<file path="src/rtl/arm_pipelined_ldm_stm_sequencer_if.sv">
// Decode-side request, register-file ports and data-memory port of the LDM/STM sequencer.
// master = sequencer view, slave = pipeline/memory view.
interface arm_pipelined_ldm_stm_sequencer_if #(
  parameter int BusWidth     = 32,
  parameter int RegAddrWidth = 4
);
  logic                    i_Start;
  logic                    i_Load;
  logic                    i_PreIndex;
  logic                    i_Up;
  logic                    i_WriteBack;
  logic [RegAddrWidth-1:0] i_BaseAddr;
  logic [BusWidth-1:0]     i_BaseValue;
  logic [15:0]             i_RegList;

  logic [RegAddrWidth-1:0] o_RegRead_Addr;
  logic [BusWidth-1:0]     i_RegRead_Data;
  logic                    o_RegWrite_Enable;
  logic [RegAddrWidth-1:0] o_RegWrite_Addr;
  logic [BusWidth-1:0]     o_RegWrite_Data;
  logic                    o_PCLoad;

  logic [BusWidth-1:0]     o_MemAddr;
  logic                    o_MemWriteEnable;
  logic                    o_MemReadEnable;
  logic [BusWidth-1:0]     o_MemWriteData;
  logic [BusWidth-1:0]     i_MemReadData;

  logic                    o_Stall;
  logic                    o_Done;

  modport master (
    input  i_Start, i_Load, i_PreIndex, i_Up, i_WriteBack, i_BaseAddr, i_BaseValue, i_RegList,
    input  i_RegRead_Data, i_MemReadData,
    output o_RegRead_Addr, o_RegWrite_Enable, o_RegWrite_Addr, o_RegWrite_Data, o_PCLoad,
    output o_MemAddr, o_MemWriteEnable, o_MemReadEnable, o_MemWriteData, o_Stall, o_Done
  );

  modport slave (
    output i_Start, i_Load, i_PreIndex, i_Up, i_WriteBack, i_BaseAddr, i_BaseValue, i_RegList,
    output i_RegRead_Data, i_MemReadData,
    input  o_RegRead_Addr, o_RegWrite_Enable, o_RegWrite_Addr, o_RegWrite_Data, o_PCLoad,
    input  o_MemAddr, o_MemWriteEnable, o_MemReadEnable, o_MemWriteData, o_Stall, o_Done
  );
endinterface

</file>
<file path="src/rtl/arm_pipelined_ldm_stm_sequencer.sv">
// ARM LDM/STM sequencer: one register per cycle, then optional base writeback; DONE at N+1 (N+2 with writeback).
// No backpressure: memory and register file answer in the same cycle; o_Stall holds the pipeline meanwhile.
module arm_pipelined_ldm_stm_sequencer #(
  parameter int BusWidth     = 32,
  parameter int RegAddrWidth = 4
) (
  input logic                               i_CLK,
  input logic                               i_NRESET,
  arm_pipelined_ldm_stm_sequencer_if.master bus
);
  typedef enum logic [1:0] {IDLE, TRANSFER, WRITEBACK, DONE} state_t;

  state_t                  state;
  logic [15:0]             remaining;
  logic [BusWidth-1:0]     cur_addr;
  logic [BusWidth-1:0]     final_base;
  logic                    ld;
  logic                    wb_en;
  logic [RegAddrWidth-1:0] rn;

  logic [4:0]              count;
  logic [BusWidth-1:0]     span;
  logic [BusWidth-1:0]     start_addr;
  logic [BusWidth-1:0]     next_final;
  logic [15:0]             remaining_next;
  logic [3:0]              k;
  logic                    rn_listed;
  logic                    rn_is_pc;

  assign count          = 5'($countones(bus.i_RegList));
  assign span           = BusWidth'({count, 2'b00});
  assign next_final     = bus.i_Up ? bus.i_BaseValue + span : bus.i_BaseValue - span;
  assign remaining_next = remaining & (remaining - 16'd1);
  assign rn_listed      = bus.i_RegList[bus.i_BaseAddr];
  assign rn_is_pc       = (bus.i_BaseAddr == RegAddrWidth'(15));

  // Lowest register always goes to the lowest address, so only the start differs per mode.
  always_comb begin
    case ({bus.i_PreIndex, bus.i_Up})
      2'b01:   start_addr = bus.i_BaseValue;
      2'b11:   start_addr = bus.i_BaseValue + BusWidth'(4);
      2'b00:   start_addr = bus.i_BaseValue - span + BusWidth'(4);
      default: start_addr = bus.i_BaseValue - span;
    endcase
  end

  always_comb begin
    k = 4'd0;
    for (int i = 15; i >= 0; i--) begin
      if (remaining[i]) k = 4'(i);
    end
  end

  always_ff @(posedge i_CLK or negedge i_NRESET) begin
    if (!i_NRESET) begin
      state      <= IDLE;
      remaining  <= '0;
      cur_addr   <= '0;
      final_base <= '0;
      ld         <= 1'b0;
      wb_en      <= 1'b0;
      rn         <= '0;
    end else begin
      case (state)
        IDLE: begin
          if (bus.i_Start) begin
            remaining  <= bus.i_RegList;
            cur_addr   <= start_addr;
            final_base <= next_final;
            ld         <= bus.i_Load;
            rn         <= bus.i_BaseAddr;
            // A loaded base beats the writeback; R15 is never written back.
            wb_en      <= bus.i_WriteBack && !(bus.i_Load && rn_listed) && !rn_is_pc;
            state      <= (count == 5'd0) ? DONE : TRANSFER;
          end
        end
        TRANSFER: begin
          remaining <= remaining_next;
          cur_addr  <= cur_addr + BusWidth'(4);
          if (remaining_next == 16'd0) state <= wb_en ? WRITEBACK : DONE;
        end
        WRITEBACK: state <= DONE;
        DONE:      state <= IDLE;
        default:   state <= IDLE;
      endcase
    end
  end

  always_comb begin
    bus.o_RegRead_Addr    = '0;
    bus.o_RegWrite_Enable = 1'b0;
    bus.o_RegWrite_Addr   = '0;
    bus.o_RegWrite_Data   = '0;
    bus.o_PCLoad          = 1'b0;
    bus.o_MemAddr         = '0;
    bus.o_MemWriteEnable  = 1'b0;
    bus.o_MemReadEnable   = 1'b0;
    bus.o_MemWriteData    = '0;
    bus.o_Stall           = 1'b0;
    bus.o_Done            = 1'b0;
    case (state)
      TRANSFER: begin
        bus.o_Stall   = 1'b1;
        bus.o_MemAddr = cur_addr;
        if (ld) begin
          bus.o_MemReadEnable = 1'b1;
          bus.o_RegWrite_Data = bus.i_MemReadData;
          if (k == 4'd15) begin
            bus.o_PCLoad = 1'b1;
          end else begin
            bus.o_RegWrite_Enable = 1'b1;
            bus.o_RegWrite_Addr   = RegAddrWidth'(k);
          end
        end else begin
          bus.o_RegRead_Addr   = RegAddrWidth'(k);
          bus.o_MemWriteData   = bus.i_RegRead_Data;
          bus.o_MemWriteEnable = 1'b1;
        end
      end
      WRITEBACK: begin
        bus.o_Stall           = 1'b1;
        bus.o_RegWrite_Enable = 1'b1;
        bus.o_RegWrite_Addr   = rn;
        bus.o_RegWrite_Data   = final_base;
      end
      DONE: bus.o_Done = 1'b1;
      default: ;
    endcase
  end
endmodule

</file>
<file path="src/flat_wrapper.sv">
// flat-port wrapper written by rule: the top's interface ports become plain ports
module arm_pipelined_ldm_stm_sequencer_flat 
#(
  parameter int BusWidth     = 32,
  parameter int RegAddrWidth = 4
)
  (i_CLK, i_NRESET, bus_i_Start, bus_i_Load, bus_i_PreIndex, bus_i_Up, bus_i_WriteBack, bus_i_BaseAddr, bus_i_BaseValue, bus_i_RegList, bus_i_RegRead_Data, bus_i_MemReadData, bus_o_RegRead_Addr, bus_o_RegWrite_Enable, bus_o_RegWrite_Addr, bus_o_RegWrite_Data, bus_o_PCLoad, bus_o_MemAddr, bus_o_MemWriteEnable, bus_o_MemReadEnable, bus_o_MemWriteData, bus_o_Stall, bus_o_Done);
  arm_pipelined_ldm_stm_sequencer_if #(.BusWidth(BusWidth), .RegAddrWidth(RegAddrWidth)) bus_i ();
  input logic i_CLK;
  input logic i_NRESET;
  input wire logic [$bits(bus_i.i_Start)-1:0] bus_i_Start;
  input wire logic [$bits(bus_i.i_Load)-1:0] bus_i_Load;
  input wire logic [$bits(bus_i.i_PreIndex)-1:0] bus_i_PreIndex;
  input wire logic [$bits(bus_i.i_Up)-1:0] bus_i_Up;
  input wire logic [$bits(bus_i.i_WriteBack)-1:0] bus_i_WriteBack;
  input wire logic [$bits(bus_i.i_BaseAddr)-1:0] bus_i_BaseAddr;
  input wire logic [$bits(bus_i.i_BaseValue)-1:0] bus_i_BaseValue;
  input wire logic [$bits(bus_i.i_RegList)-1:0] bus_i_RegList;
  input wire logic [$bits(bus_i.i_RegRead_Data)-1:0] bus_i_RegRead_Data;
  input wire logic [$bits(bus_i.i_MemReadData)-1:0] bus_i_MemReadData;
  output wire logic [$bits(bus_i.o_RegRead_Addr)-1:0] bus_o_RegRead_Addr;
  output wire logic [$bits(bus_i.o_RegWrite_Enable)-1:0] bus_o_RegWrite_Enable;
  output wire logic [$bits(bus_i.o_RegWrite_Addr)-1:0] bus_o_RegWrite_Addr;
  output wire logic [$bits(bus_i.o_RegWrite_Data)-1:0] bus_o_RegWrite_Data;
  output wire logic [$bits(bus_i.o_PCLoad)-1:0] bus_o_PCLoad;
  output wire logic [$bits(bus_i.o_MemAddr)-1:0] bus_o_MemAddr;
  output wire logic [$bits(bus_i.o_MemWriteEnable)-1:0] bus_o_MemWriteEnable;
  output wire logic [$bits(bus_i.o_MemReadEnable)-1:0] bus_o_MemReadEnable;
  output wire logic [$bits(bus_i.o_MemWriteData)-1:0] bus_o_MemWriteData;
  output wire logic [$bits(bus_i.o_Stall)-1:0] bus_o_Stall;
  output wire logic [$bits(bus_i.o_Done)-1:0] bus_o_Done;
  assign bus_i.i_Start = bus_i_Start;
  assign bus_i.i_Load = bus_i_Load;
  assign bus_i.i_PreIndex = bus_i_PreIndex;
  assign bus_i.i_Up = bus_i_Up;
  assign bus_i.i_WriteBack = bus_i_WriteBack;
  assign bus_i.i_BaseAddr = bus_i_BaseAddr;
  assign bus_i.i_BaseValue = bus_i_BaseValue;
  assign bus_i.i_RegList = bus_i_RegList;
  assign bus_i.i_RegRead_Data = bus_i_RegRead_Data;
  assign bus_i.i_MemReadData = bus_i_MemReadData;
  assign bus_o_RegRead_Addr = bus_i.o_RegRead_Addr;
  assign bus_o_RegWrite_Enable = bus_i.o_RegWrite_Enable;
  assign bus_o_RegWrite_Addr = bus_i.o_RegWrite_Addr;
  assign bus_o_RegWrite_Data = bus_i.o_RegWrite_Data;
  assign bus_o_PCLoad = bus_i.o_PCLoad;
  assign bus_o_MemAddr = bus_i.o_MemAddr;
  assign bus_o_MemWriteEnable = bus_i.o_MemWriteEnable;
  assign bus_o_MemReadEnable = bus_i.o_MemReadEnable;
  assign bus_o_MemWriteData = bus_i.o_MemWriteData;
  assign bus_o_Stall = bus_i.o_Stall;
  assign bus_o_Done = bus_i.o_Done;
  arm_pipelined_ldm_stm_sequencer #(.BusWidth(BusWidth), .RegAddrWidth(RegAddrWidth)) u_core (.i_CLK(i_CLK), .i_NRESET(i_NRESET), .bus(bus_i));
endmodule
</file>
<file path="config.mk">
export PLATFORM = sky130hd
export DESIGN_NAME = arm_pipelined_ldm_stm_sequencer_flat
export DESIGN_NICKNAME = d
export VERILOG_FILES = /design/src/rtl/arm_pipelined_ldm_stm_sequencer_if.sv /design/src/rtl/arm_pipelined_ldm_stm_sequencer.sv /design/src/flat_wrapper.sv
export SDC_FILE = /design/constraint.sdc
export NUM_CORES = 1
export LEC_CHECK = 0
export CAP_MARGIN = 25
export CORE_MARGIN = 2
export CORE_UTILIZATION = 40
export CTS_CLUSTER_SIZE = 25
export DETAILED_ROUTE_END_ITERATION = 6
export GPL_TIMING_DRIVEN = 0
export PLACE_DENSITY_LB_ADDON = 0.05
export SLEW_MARGIN = 20
export SYNTH_ARGS = -nofsm -noshare
export SYNTH_HDL_FRONTEND = slang
export SYNTH_SLANG_ARGS = --single-unit
</file>
<file path="constraint.sdc">
create_clock -name i_CLK -period 6.7 [get_ports i_CLK]
set_input_delay 0.67 -clock i_CLK [delete_from_list [all_inputs] [get_ports i_CLK]]
set_output_delay 0.67 -clock i_CLK [all_outputs]
set_load 0.01 [all_outputs]
</file>
==> results.sh <==
export IMPL_syn_num_nets=1531
export IMPL_ys_warn_count=0
export IMPL_antenna_found_initial=0
export IMPL_p_switching_mw=2.940
export IMPL_synth_top_area_share=0.2214
export IMPL_cp_required_ns=6.97
export IMPL_initial_core_util=0.4079
export IMPL_critPathKind="input port to register"
export IMPL_tightestPinTransition_ns=0.8533
export IMPL_placeableCoreArea_sq_um=24390
export IMPL_crit_fanout=6
export IMPL_async_reset_ff_frac=1.000
export IMPL_grt_max_degree=50
export IMPL_synthCells=1361
export IMPL_tns_ns=-0.06417
export IMPL_htree_num_levels=3
export IMPL_worstHoldPathType="input port to asynchronous set/reset pin"
export IMPL_drive_gt1_frac=0.1012
export IMPL_clock_root_buffer="clkbuf_16"
export IMPL_yosys_register_bits=88
export IMPL_grt_setup_unrepaired="yes"
export IMPL_hold_violations=0
export IMPL_drt_iter0_drc=1330
export IMPL_outcome="finished, violations left"
export IMPL_gr_total_overflow=0
export IMPL_fmax_ghz=0.1480
export IMPL_syn_avg_cell_area_sq_um=7.310
export IMPL_drc=6
export IMPL_cts_tree="yes"
export IMPL_vdd_drop_max_v=0.0005975
export IMPL_clk_pin_slew_ns=0.07
export IMPL_grt_util_all_layers=0.3162
export IMPL_synth_seq_area_share=0.2214
export IMPL_netlist_top_cells_count="nand2_1, o21ai_0, nor2_1, clkbuf_1, dfrtp_1"
export IMPL_row_count=57
export IMPL_synth_top_area_cell="dfrtp_1"
export IMPL_synth_top_cells_by_area="dfrtp_1, o21ai_0, nand2_1"
export IMPL_synth_most_common_cell="nand2_1"
export IMPL_fin_ws_ns=-0.05859
export IMPL_drv_slew=0
export IMPL_synth_ff_type="dfrtp_1"
export IMPL_reg2reg_depth=10
export IMPL_power_density_nw_per_um2=427.9
export IMPL_io_pins=233
export IMPL_cp_start_kind="input port"
export IMPL_rr_startpoint="u_core.remaining[3]"
export IMPL_setup_viol=2
export IMPL_violations="DRC, setup timing"
export IMPL_grt_pass1_wl_microns=64060
export IMPL_portBuffers=215
export IMPL_n_fill_cell=2380
export IMPL_clk_path_buf_depth=2
export IMPL_clkPwrFrac=0.094
export IMPL_wl_microns=42150
export IMPL_routabilityCongestion=1.001
export IMPL_wl_per_cell_microns=21.55
export IMPL_vias=11722
export IMPL_dieArea_sq_um=26150
export IMPL_post_drt_via_cell_ratio=5.993
export IMPL_die_w_microns=161.7
export IMPL_die_h_microns=161.7
export IMPL_drv_cap=0
export IMPL_grt_pass1_vias=11094
export IMPL_antenna_left=0
export IMPL_critPathLaunch="bus_i_RegList[1]"
export IMPL_p_seq_frac=0.176
export IMPL_cts_buffers=9
export IMPL_crit_arrival_ns=7.03
export IMPL_syn_to_final_growth_pct=36.65
export IMPL_cts_sinks=88
export IMPL_hpwlAfterDp_microns=33380
export IMPL_layout_nets=1796
export IMPL_finalClockSkew_ns=0.01313
export IMPL_finalCriticalPeriod_ns=6.759
export IMPL_finalCritPeriodShare=1.009
export IMPL_synth_enable_flop_cells=0
export IMPL_multiInputGateArea_sq_um=7498
export IMPL_regArea_sq_um=2202
export IMPL_leakage_nw=5.131
export IMPL_ys_types=78
export IMPL_cts_hold_buffers=0
export IMPL_place_ws_ns=-1.651
export IMPL_clk_latency_ns=0.36
export IMPL_drt_pass1_iterations=7
export IMPL_p_int_mw=2.877
export IMPL_end_kind="register"
export IMPL_relSlewSlack=0.4270
export IMPL_syn_area_sq_um=9948
export IMPL_swShare=0.5055
export IMPL_final_util=0.5574
export IMPL_pwr_share_comb=0.730
## worst paths after layout
path                                        endpoint  slack, ns
worst max-delay path             u_core.cur_addr[19]      -0.06
max in group asynchronous        u_core.cur_addr[29]       5.88
min in group i_CLK                u_core.cur_addr[1]       0.49
worst min register to register    u_core.cur_addr[1]       0.49
worst min-delay path            u_core.final_base[9]       0.20
worst max register to register       u_core.state[0]       3.47
## through the flow
stage / total power, mW / instances / area [sq um] / hold WS [ns]
floorplan: 3.289 / 1361 / 10040 / 0.3744
global placement: 4.742 / 1900 / 12590 / 0.4568
detailed placement: 4.791 / 1902 / 12630 / 0.4669
CTS: 5.602 / 1942 / 13300 / 0.2207
global route: 6.237 / 1955 / 13590 / 0.2381
finish: 5.817 / 1956 / 13590 / 0.2024
## sequential cells by signal, indices dropped and copies added, names as in the netlist
name / cells
u_core.cur_addr: 32
u_core.wb_en: 1
u_core.final_base: 32
u_core.rn: 4
u_core.remaining: 16
u_core.state: 2
u_core.ld: 1
## cell usage in the layout, fill, tap and decap left out, types with 37 or more instances in the layout
cell / count
a22oi_1: 37
nor2b_1: 37
and2_1: 69
nand3_1: 53
clkdlybuf4s50_1: 202
o21ai_0: 111
a21oi_1: 81
inv_1: 62
nor2_1: 97
clkbuf_1: 90
xnor2_1: 50
nand2_1: 132
nor3_1: 39
dfrtp_1: 88
## worst max-delay path, cell delays in order
cell       delay [ns]
buf_8            0.10
ha_4             0.26
inv_2            0.03
fa_1             0.54
inv_1            0.05
fa_2             0.34
fa_1             0.53
inv_1            0.05
fa_1             0.45
inv_2            0.08
ha_4             0.14
inv_2            0.04
fa_2             0.41
xor2_4           0.25
inv_2            0.08
ha_4             0.24
buf_6            0.13
a2111oi_4        0.45
o21ai_1          0.13
a222oi_1         0.37
buf_4            0.18
nand4_1          0.20
or3_4            0.44
or3_1            0.38
a311o_1          0.33
a31oi_1          0.17
## cell families after synthesis
group,after synthesis,synth area share
multiplexers,27,0.03459
flip-flops,88,0.2214
XOR/XNOR,79,0.06955
AO/OA/AOI/OAI,379,0.2417
adder cells (fa/ha/maj),49,0.07093
buffers and inverters,174,0.06716
AND/OR/NAND/NOR,565,0.2947
## final cells by class
class | instances | area share
antenna | 1 | 0.0001841
buffer | 101 | 0.03056
clock buffer | 9 | 0.01657
clock inverter | 7 | 0.005798
inverter | 72 | 0.01988
multi-input combinational | 1099 | 0.5516
sequential | 88 | 0.1620
tap | 324 | 0.02982
timing repair buffer | 255 | 0.1836
## layer usage
layer  vias to the layer above  routed length [microns]  track usage
met5                         -                        0            0
met4                         0                     1462       0.1146
met3                        77                     3594      0.05720
met2                       619                    18770       0.4969
met1                      5619                    18320       0.4367
li1                       5407                        -            -
## power groups by stage
stage / Clock, mW / Combinational (mW) / Sequential (mW)
global route: 0.571 / 4.61 / 1.05
finish: 0.546 / 4.25 / 1.02
CTS: 0.549 / 4.04 / 1.01
floorplan: 0 / 2.35 / 0.937
global placement: 0 / 3.72 / 1.02
detailed placement: 0 / 3.77 / 1.02
## what timing repair did
item,CTS,global route
pin swaps,29,40
setup buffers,24,13
resized for setup,100,47
endpoints found under the setup margin,38,20
hold endpoints to repair,0,0
Note: power is estimated with default switching activity, not from simulation.
